===== config.mk =====
export PLATFORM = sky130hd
export DESIGN_NAME = edge_event_arbiter
export DESIGN_NICKNAME = d
export VERILOG_FILES = /design/src/rtl/edge_event_arbiter.sv
export SDC_FILE = /design/constraint.sdc
export NUM_CORES = 1
export LEC_CHECK = 0
export ABC_AREA = 1
export CAP_MARGIN = 30
export CORE_MARGIN = 2
export CORE_UTILIZATION = 40
export DETAILED_ROUTE_END_ITERATION = 10
export GPL_ROUTABILITY_DRIVEN = 0
export HOLD_SLACK_MARGIN = 0.03
export PLACE_DENSITY = 0.71
export SKIP_CTS_REPAIR_TIMING = 1
export SYNTH_ARGS = -nofsm -noshare
export SYNTH_HDL_FRONTEND = slang
export SYNTH_SLANG_ARGS = --single-unit
export TNS_END_PERCENT = 20

===== constraint.sdc =====
create_clock -name clk -period 1.38 [get_ports clk]
set_clock_uncertainty 0.1 [all_clocks]
set_input_delay 0.207 -clock clk [delete_from_list [all_inputs] [get_ports clk]]
set_output_delay 0.207 -clock clk [all_outputs]
set_load 0.05 [all_outputs]

===== src/rtl/edge_event_arbiter.sv =====
// Edge-detecting event arbiter: per-channel sticky pending flags are served
// round-robin onto a single valid/ready event port, with sticky lost-event flags.
module edge_event_arbiter #(
    parameter int unsigned N_CH  = 4,
    parameter int unsigned IDX_W = $clog2(N_CH),
    parameter int unsigned EDGE  = 0
) (
    input  logic             clk,
    input  logic             reset,
    input  logic [N_CH-1:0]  level,
    input  logic [N_CH-1:0]  enable,
    output logic             ev_valid,
    input  logic             ev_ready,
    output logic [IDX_W-1:0] ev_ch,
    output logic [N_CH-1:0]  pending,
    output logic [N_CH-1:0]  overflow,
    input  logic [N_CH-1:0]  clr_ovf
);

    typedef enum logic {
        IDLE  = 1'b0,
        OFFER = 1'b1
    } state_t;

    state_t           state;
    state_t           state_d;
    logic [N_CH-1:0]  dly;
    logic [N_CH-1:0]  edge_det;
    logic [N_CH-1:0]  offered;
    logic [N_CH-1:0]  acc;
    logic [IDX_W-1:0] last_grant;
    logic [IDX_W-1:0] last_grant_d;
    logic [IDX_W-1:0] ev_ch_d;
    logic [IDX_W-1:0] pick;
    logic             ev_valid_d;
    logic             found;
    int unsigned      search_idx;

    // Delay line; reset to 0 so a level already high at release reads as a rise
    always_ff @(posedge clk or posedge reset) begin
        if (reset) begin
            dly <= '0;
        end else begin
            dly <= level;
        end
    end

    always_comb begin
        edge_det = '0;
        if (EDGE == 0) begin
            edge_det = level & ~dly;
        end else if (EDGE == 1) begin
            edge_det = ~level & dly;
        end else begin
            edge_det = level ^ dly;
        end
    end

    // Which channel is on the port, and whether it is being taken this cycle
    always_comb begin
        offered = '0;
        for (int unsigned i = 0; i < N_CH; i++) begin
            offered[i] = ev_valid && (ev_ch == IDX_W'(i));
        end
        acc = offered & {N_CH{ev_ready}};
    end

    // A fresh edge re-arms pending even in its accept cycle; that is a new event
    always_ff @(posedge clk or posedge reset) begin
        if (reset) begin
            pending  <= '0;
            overflow <= '0;
        end else begin
            for (int unsigned i = 0; i < N_CH; i++) begin
                if (edge_det[i] && enable[i]) begin
                    pending[i] <= 1'b1;
                end else if (acc[i]) begin
                    pending[i] <= 1'b0;
                end else if (!enable[i] && !offered[i]) begin
                    pending[i] <= 1'b0;
                end

                if (edge_det[i] && enable[i] && pending[i] && !acc[i]) begin
                    overflow[i] <= 1'b1;
                end else if (clr_ovf[i]) begin
                    overflow[i] <= 1'b0;
                end
            end
        end
    end

    // Round-robin search starting just after the last granted channel
    always_comb begin
        pick       = last_grant;
        found      = 1'b0;
        search_idx = 0;
        for (int unsigned k = 1; k <= N_CH; k++) begin
            search_idx = (32'(last_grant) + k) % N_CH;
            if (!found && pending[IDX_W'(search_idx)]) begin
                found = 1'b1;
                pick  = IDX_W'(search_idx);
            end
        end
    end

    always_ff @(posedge clk or posedge reset) begin
        if (reset) begin
            state      <= IDLE;
            ev_valid   <= 1'b0;
            ev_ch      <= '0;
            last_grant <= IDX_W'(N_CH - 1);
        end else begin
            state      <= state_d;
            ev_valid   <= ev_valid_d;
            ev_ch      <= ev_ch_d;
            last_grant <= last_grant_d;
        end
    end

    always_comb begin
        state_d = state;
        case (state)
            IDLE:    if (|pending) state_d = OFFER;
            OFFER:   if (ev_ready) state_d = IDLE;
            default: state_d = IDLE;
        endcase
    end

    // Next values of the registered port; an offer is held until taken
    always_comb begin
        ev_valid_d   = ev_valid;
        ev_ch_d      = ev_ch;
        last_grant_d = last_grant;
        case (state)
            IDLE: begin
                if (|pending) begin
                    ev_valid_d = 1'b1;
                    ev_ch_d    = pick;
                end
            end
            OFFER: begin
                if (ev_ready) begin
                    ev_valid_d   = 1'b0;
                    last_grant_d = ev_ch;
                end
            end
            default: ev_valid_d = 1'b0;
        endcase
    end

endmodule


# Word level (Yosys, flattened, before mapping)
# Cells that the tools add are included.
[totals]
regBits = 18
inputBits = 15
[classes]
n_addsub = 4
magnitude_cmp = 4
eq_ne = 5
mux = 41
bitwise = 4
n_reduce_logical = 51
[ops]
columns = ["cell", "n"]
rows = [
  ["$mux W1", 31],
  ["$logic_and A1 B1 Y1", 23],
  ["$logic_not A1 Y1", 15],
  ["$lt A2 B3 Y1 const B", 4],
  ["$reduce_bool A3 Y1", 4],
  ["$and A4 B4 Y4", 2],
  ["$bmux W1 S2", 4],
  ["$mux W2", 4],
  ["$reduce_bool A2 Y1", 4],
  ["$reduce_and A2 Y1", 3],
  ["$add A2 B1 Y2 const B", 2],
  ["$add A2 B2 Y2 const B", 2],
  ["$eq A2 B2 Y1 const B", 2],
  ["$ne A2 B2 Y1 const B", 2],
  ["$not A4 Y4", 1],
  ["$pmux W1 S2", 2],
  ["$reduce_or A4 Y1", 1],
  ["$eq A2 B1 Y1 const B", 1],
  ["$logic_not A2 Y1", 1],
  ["$not A1 Y1", 1],
]

# Depth between registers and ports, before layout
[depth]
depth_word = 13
depth_mapped = 13
ltp_nobuf = 12

# Worst setup path before layout
# No wires, ideal clock.
[synth_path]
kind = "flip-flop to flip-flop"
from = "reg pending[2]"
to = "reg ev_ch[1]"
setup_ps = 118
t_arrival_ps = 1370
required_ps = 1162
path_slack_ps = -208
stages_incl_launch_ff = 12
path_buffers = 0
cell_sequence = "dfrtp_1 -> nand2_1 -> nand2_2 -> nand2_4 -> nand2_4 -> nor2_4 -> nand2_2 -> clkinv_2 -> nand2_1 -> nand2_1 -> nand2_1 -> nand2_1"
[synth_between]
elab_chain_cells = 12
[synth_rtl]
columns = ["item", "line_no", "rtl"]
rows = [
  ["start, declared", "15", "output logic [N_CH-1:0] pending,"],
  ["start signal, assigned", "71", "pending <= '0;"],
  ["start signal, assigned by index", "76", "pending[i] <= 1'b1;"],
  ["start signal, assigned by index", "78", "pending[i] <= 1'b0;"],
  ["$bmux W1 S2", "99", "if (!found && pending[IDX_W'(search_idx)]) begin"],
  ["$mux W1 (implied by the code)", "99", ""],
  ["$mux W1", "99", ""],
  ["$logic_not A1 Y1", "99", ""],
  ["$logic_and A1 B1 Y1", "99", ""],
  ["$mux W1", "99", ""],
  ["$logic_not A1 Y1", "99", ""],
  ["$logic_and A1 B1 Y1", "99", ""],
  ["$mux W1", "99", ""],
  ["$logic_not A1 Y1", "99", ""],
  ["$logic_and A1 B1 Y1", "99", ""],
  ["$mux W2", "99", ""],
  ["end signal, assigned", "115", "ev_ch <= ev_ch_d;"],
  ["end, declared", "14", "output logic [IDX_W-1:0] ev_ch,"],
]
# Parallel ways exist; a longest one is shown, timed or not. The select of a mux whose other input is x is not followed.
# A chain may end at the register's enable or synchronous reset.

# Worst setup path after layout
[layout_path]
from = "reg last_grant[0]"
to = "reg ev_ch[1]"
[layout_between]
elab_chain_cells = 13
[layout_rtl]
columns = ["item", "line_no", "rtl"]
rows = [
  ["start, declared", "31", "logic [IDX_W-1:0] last_grant;"],
  ["start signal, assigned", "111", "last_grant <= IDX_W'(N_CH - 1);"],
  ["start signal, assigned", "116", "last_grant <= last_grant_d;"],
  ["$add A2 B1 Y2", "98", "search_idx = (32'(last_grant) + k) % N_CH;"],
  ["$bmux W1 S2", "99", ""],
  ["$mux W1 (implied by the code)", "99", ""],
  ["$mux W1", "99", ""],
  ["$logic_not A1 Y1", "99", ""],
  ["$logic_and A1 B1 Y1", "99", ""],
  ["$mux W1", "99", ""],
  ["$logic_not A1 Y1", "99", ""],
  ["$logic_and A1 B1 Y1", "99", ""],
  ["$mux W1", "99", ""],
  ["$logic_not A1 Y1", "99", ""],
  ["$logic_and A1 B1 Y1", "99", ""],
  ["$mux W2 (*)", "99", ""],
]
# Every way passes the cells marked *; elsewhere a longest branch is shown, timed or not. The select of a mux whose other input is x is not followed.

==> impl_metrics.env <==
export IMPL_n_antenna_cell=0
export IMPL_vias=892
export IMPL_dpl_cell_area_um2=1400
export IMPL_synth_simple_area_share=0.323
export IMPL_slew_viol_final=0
export IMPL_ys_warn_count=0
export IMPL_synth_xor_area_share=0.00901
export IMPL_synth_mux_area_frac=0
export IMPL_dominantRegCellSynth="dfrtp_1"
export IMPL_rows=17
export IMPL_synth_top_area_cell="dfrtp_1"
export IMPL_wire_per_inst_um=11.9
export IMPL_synthesis_nets=137
export IMPL_min_period_over_period=1.16
export IMPL_synth_top_family_by_area="simple AND/OR/NAND/NOR gates"
export IMPL_synthTopCellsByArea="dfrtp_1, nand2_1, inv_1"
export IMPL_fin_nets=173
export IMPL_die_w_um=53.3
export IMPL_first_pass_iters=4
export IMPL_clk_latency_ps=290
export IMPL_syn_area_um2=972
export IMPL_dp_hpwl_mm=1.69
export IMPL_ios=26
export IMPL_drive_gt1_frac=0.325
export IMPL_fp_coreArea_um2=2250
export IMPL_grt_max_degree=19
export IMPL_synthAdderAreaFrac=0
export IMPL_hold_violations=0
export IMPL_syn_inst=122
export IMPL_cts_tree="built"
export IMPL_cp_end_kind="register"
export IMPL_setup_viol=2
export IMPL_setup_slack_ps=-221
export IMPL_cts_buffers=3
export IMPL_fin_crit_ps=1600
export IMPL_yosysTopAreaCellShare=0.412
export IMPL_utilization=0.669
export IMPL_port_buffers=25
export IMPL_dp_worst_setup_slack_ps=-206
export IMPL_antenna_found_initial=0
export IMPL_synth_distinct_cells=23
export IMPL_required_ps=1480
export IMPL_cts_clk_slew_worst_paths_ps=110
export IMPL_hold_class="input port to asynchronous set/reset pin"
export IMPL_vias_per_cell=4.82
export IMPL_status="complete, but fails checks"
export IMPL_p_per_area_nw_per_um2=1880
export IMPL_design_die_area_um2=2840
export IMPL_ys_top_cells_by_count="nand2_1, dfrtp_1, inv_1"
export IMPL_ys_seq_area_frac=0.466
export IMPL_cap_violations=0
export IMPL_grt_pass1_vias=925
export IMPL_synth_edf_count=0
export IMPL_cts_num_sinks=18
export IMPL_hold_ws_ps=115
export IMPL_final_cell_area_um2=1510
export IMPL_critPathKind="register to register"
export IMPL_fmax_ghz=0.624
export IMPL_rsz0062_at_grt="true"
export IMPL_synth_seq_cells=18
export IMPL_critPathMaxFanout=4
export IMPL_synth_compound_area_frac=0.107
export IMPL_fillCellCount=195
export IMPL_htree_levels=1
export IMPL_worst_pin_slew_ps=284
export IMPL_grt_overflow_total=0
export IMPL_cp_start_kind="register"
export IMPL_yosysMostFrequentCell="nand2_1"
export IMPL_start_util=0.431
export IMPL_grt_pass1_wl_mm=3.86
export IMPL_drtIter0Drc=8
export IMPL_relSlewSlack=0.810
export IMPL_gr_usage_all_layers=0.182
export IMPL_die_y_um=53.3
export IMPL_leakagePower_nw=0.707
export IMPL_violations="setup timing"
export IMPL_synth_avg_cell_area_um2=7.97
export IMPL_cts_max_path_buffers=2
export IMPL_arrival_ps=1700
export IMPL_synthArstFlopShare=1.00
export IMPL_vdd_drop_max_mv=1.16
export IMPL_drc=0
export IMPL_root_buffer="clkbuf_4"
export IMPL_ant_nets=0
export IMPL_wirelength_mm=2.20
export IMPL_synthToLayoutAreaGrowth_pct=55.2
## worst max-delay path, stage by stage (launching register included)
cell	delay [ps]
dfstp_2	580
buf_12	120
nand2_1	80
nand2_4	90
nand2_4	70
nand2_4	90
nor2_4	30
nand2_2	90
clkinv_2	60
nand2_1	50
nand2_1	50
nand2_1	50
nand2_1	50
## registers in the layout (all words and copies together), names as in the netlist
register,flops
ev_valid,1
pending,4
ev_ch,2
state,1
overflow,4
last_grant,2
dly,4
## layout by cell type, fill, tap and decap left out, types with 4 or more instances in the layout
| master | count |
|---|---|
| nor2_1 | 5 |
| nand2_1 | 34 |
| clkdlybuf4s50_1 | 14 |
| nand3_1 | 5 |
| nand2_2 | 6 |
| buf_4 | 5 |
| buf_12 | 12 |
| dfrtp_2 | 5 |
| o21ai_0 | 6 |
| dfrtp_1 | 11 |
| inv_1 | 16 |
| nand2_4 | 9 |
| o22ai_1 | 4 |
## per-stage QoR
| step | total power, mW | instances | TNS (ps) |
|---|---|---|---|
| floorplan | 1.78 | 122 | -249 |
| global placement | 2.30 | 179 | -298 |
| detailed placement | 2.33 | 179 | -423 |
| CTS | 2.66 | 183 | -446 |
| global route | 3.03 | 185 | -660 |
| finish | 2.83 | 185 | -428 |
## worst paths after layout
kind | slack [ps] | depth (start not counted) | startpoint | to
max reg2reg | -220 | 12 | last_grant[0] | ev_ch[1]
max | -220 | 12 | last_grant[0] | ev_ch[1]
max in group asynchronous | 810 | 3 | reset | last_grant[1]
min | 120 | 3 | reset | overflow[3]
min reg2reg | 420 | 3 | dly[3] | pending[3]
min in group clk | 280 | 1 | level[0] | dly[0]
## kinds of logic after synthesis
kind of cell	Yosys count
AND/OR/NAND/NOR	64
AO/OA/AOI/OAI	18
flip-flops	18
XOR/XNOR	1
buffers and inverters	21
## power by group
part           internal [mW]  leakage [nW]  switching (mW)
clock                  0.161        0.0210           0.163
combinational          0.736         0.468           0.911
sequential             0.669         0.218           0.190
## metal layers
| layer | global-route usage | vias up | wire, µm |
|---|---|---|---|
| li1 | - | 463 | - |
| met1 | 0.222 | 411 | 1040 |
| met2 | 0.325 | 18 | 1080 |
| met3 | 0.0311 | 0 | 82 |
| met4 | 0.0513 | 0 | 0 |
| met5 | 0 | - | 0 |
## layout make-up
class                   count  area (µm²)  share of cell area
multi-input cells          83         467               0.309
flip-flops and latches     18         459               0.304
repair buffers             33         434               0.288
inverters                  19        77.6              0.0514
clock buffers               4        36.3              0.0240
well taps                  28        35.0              0.0232
Power figures use the tool's default switching activity.
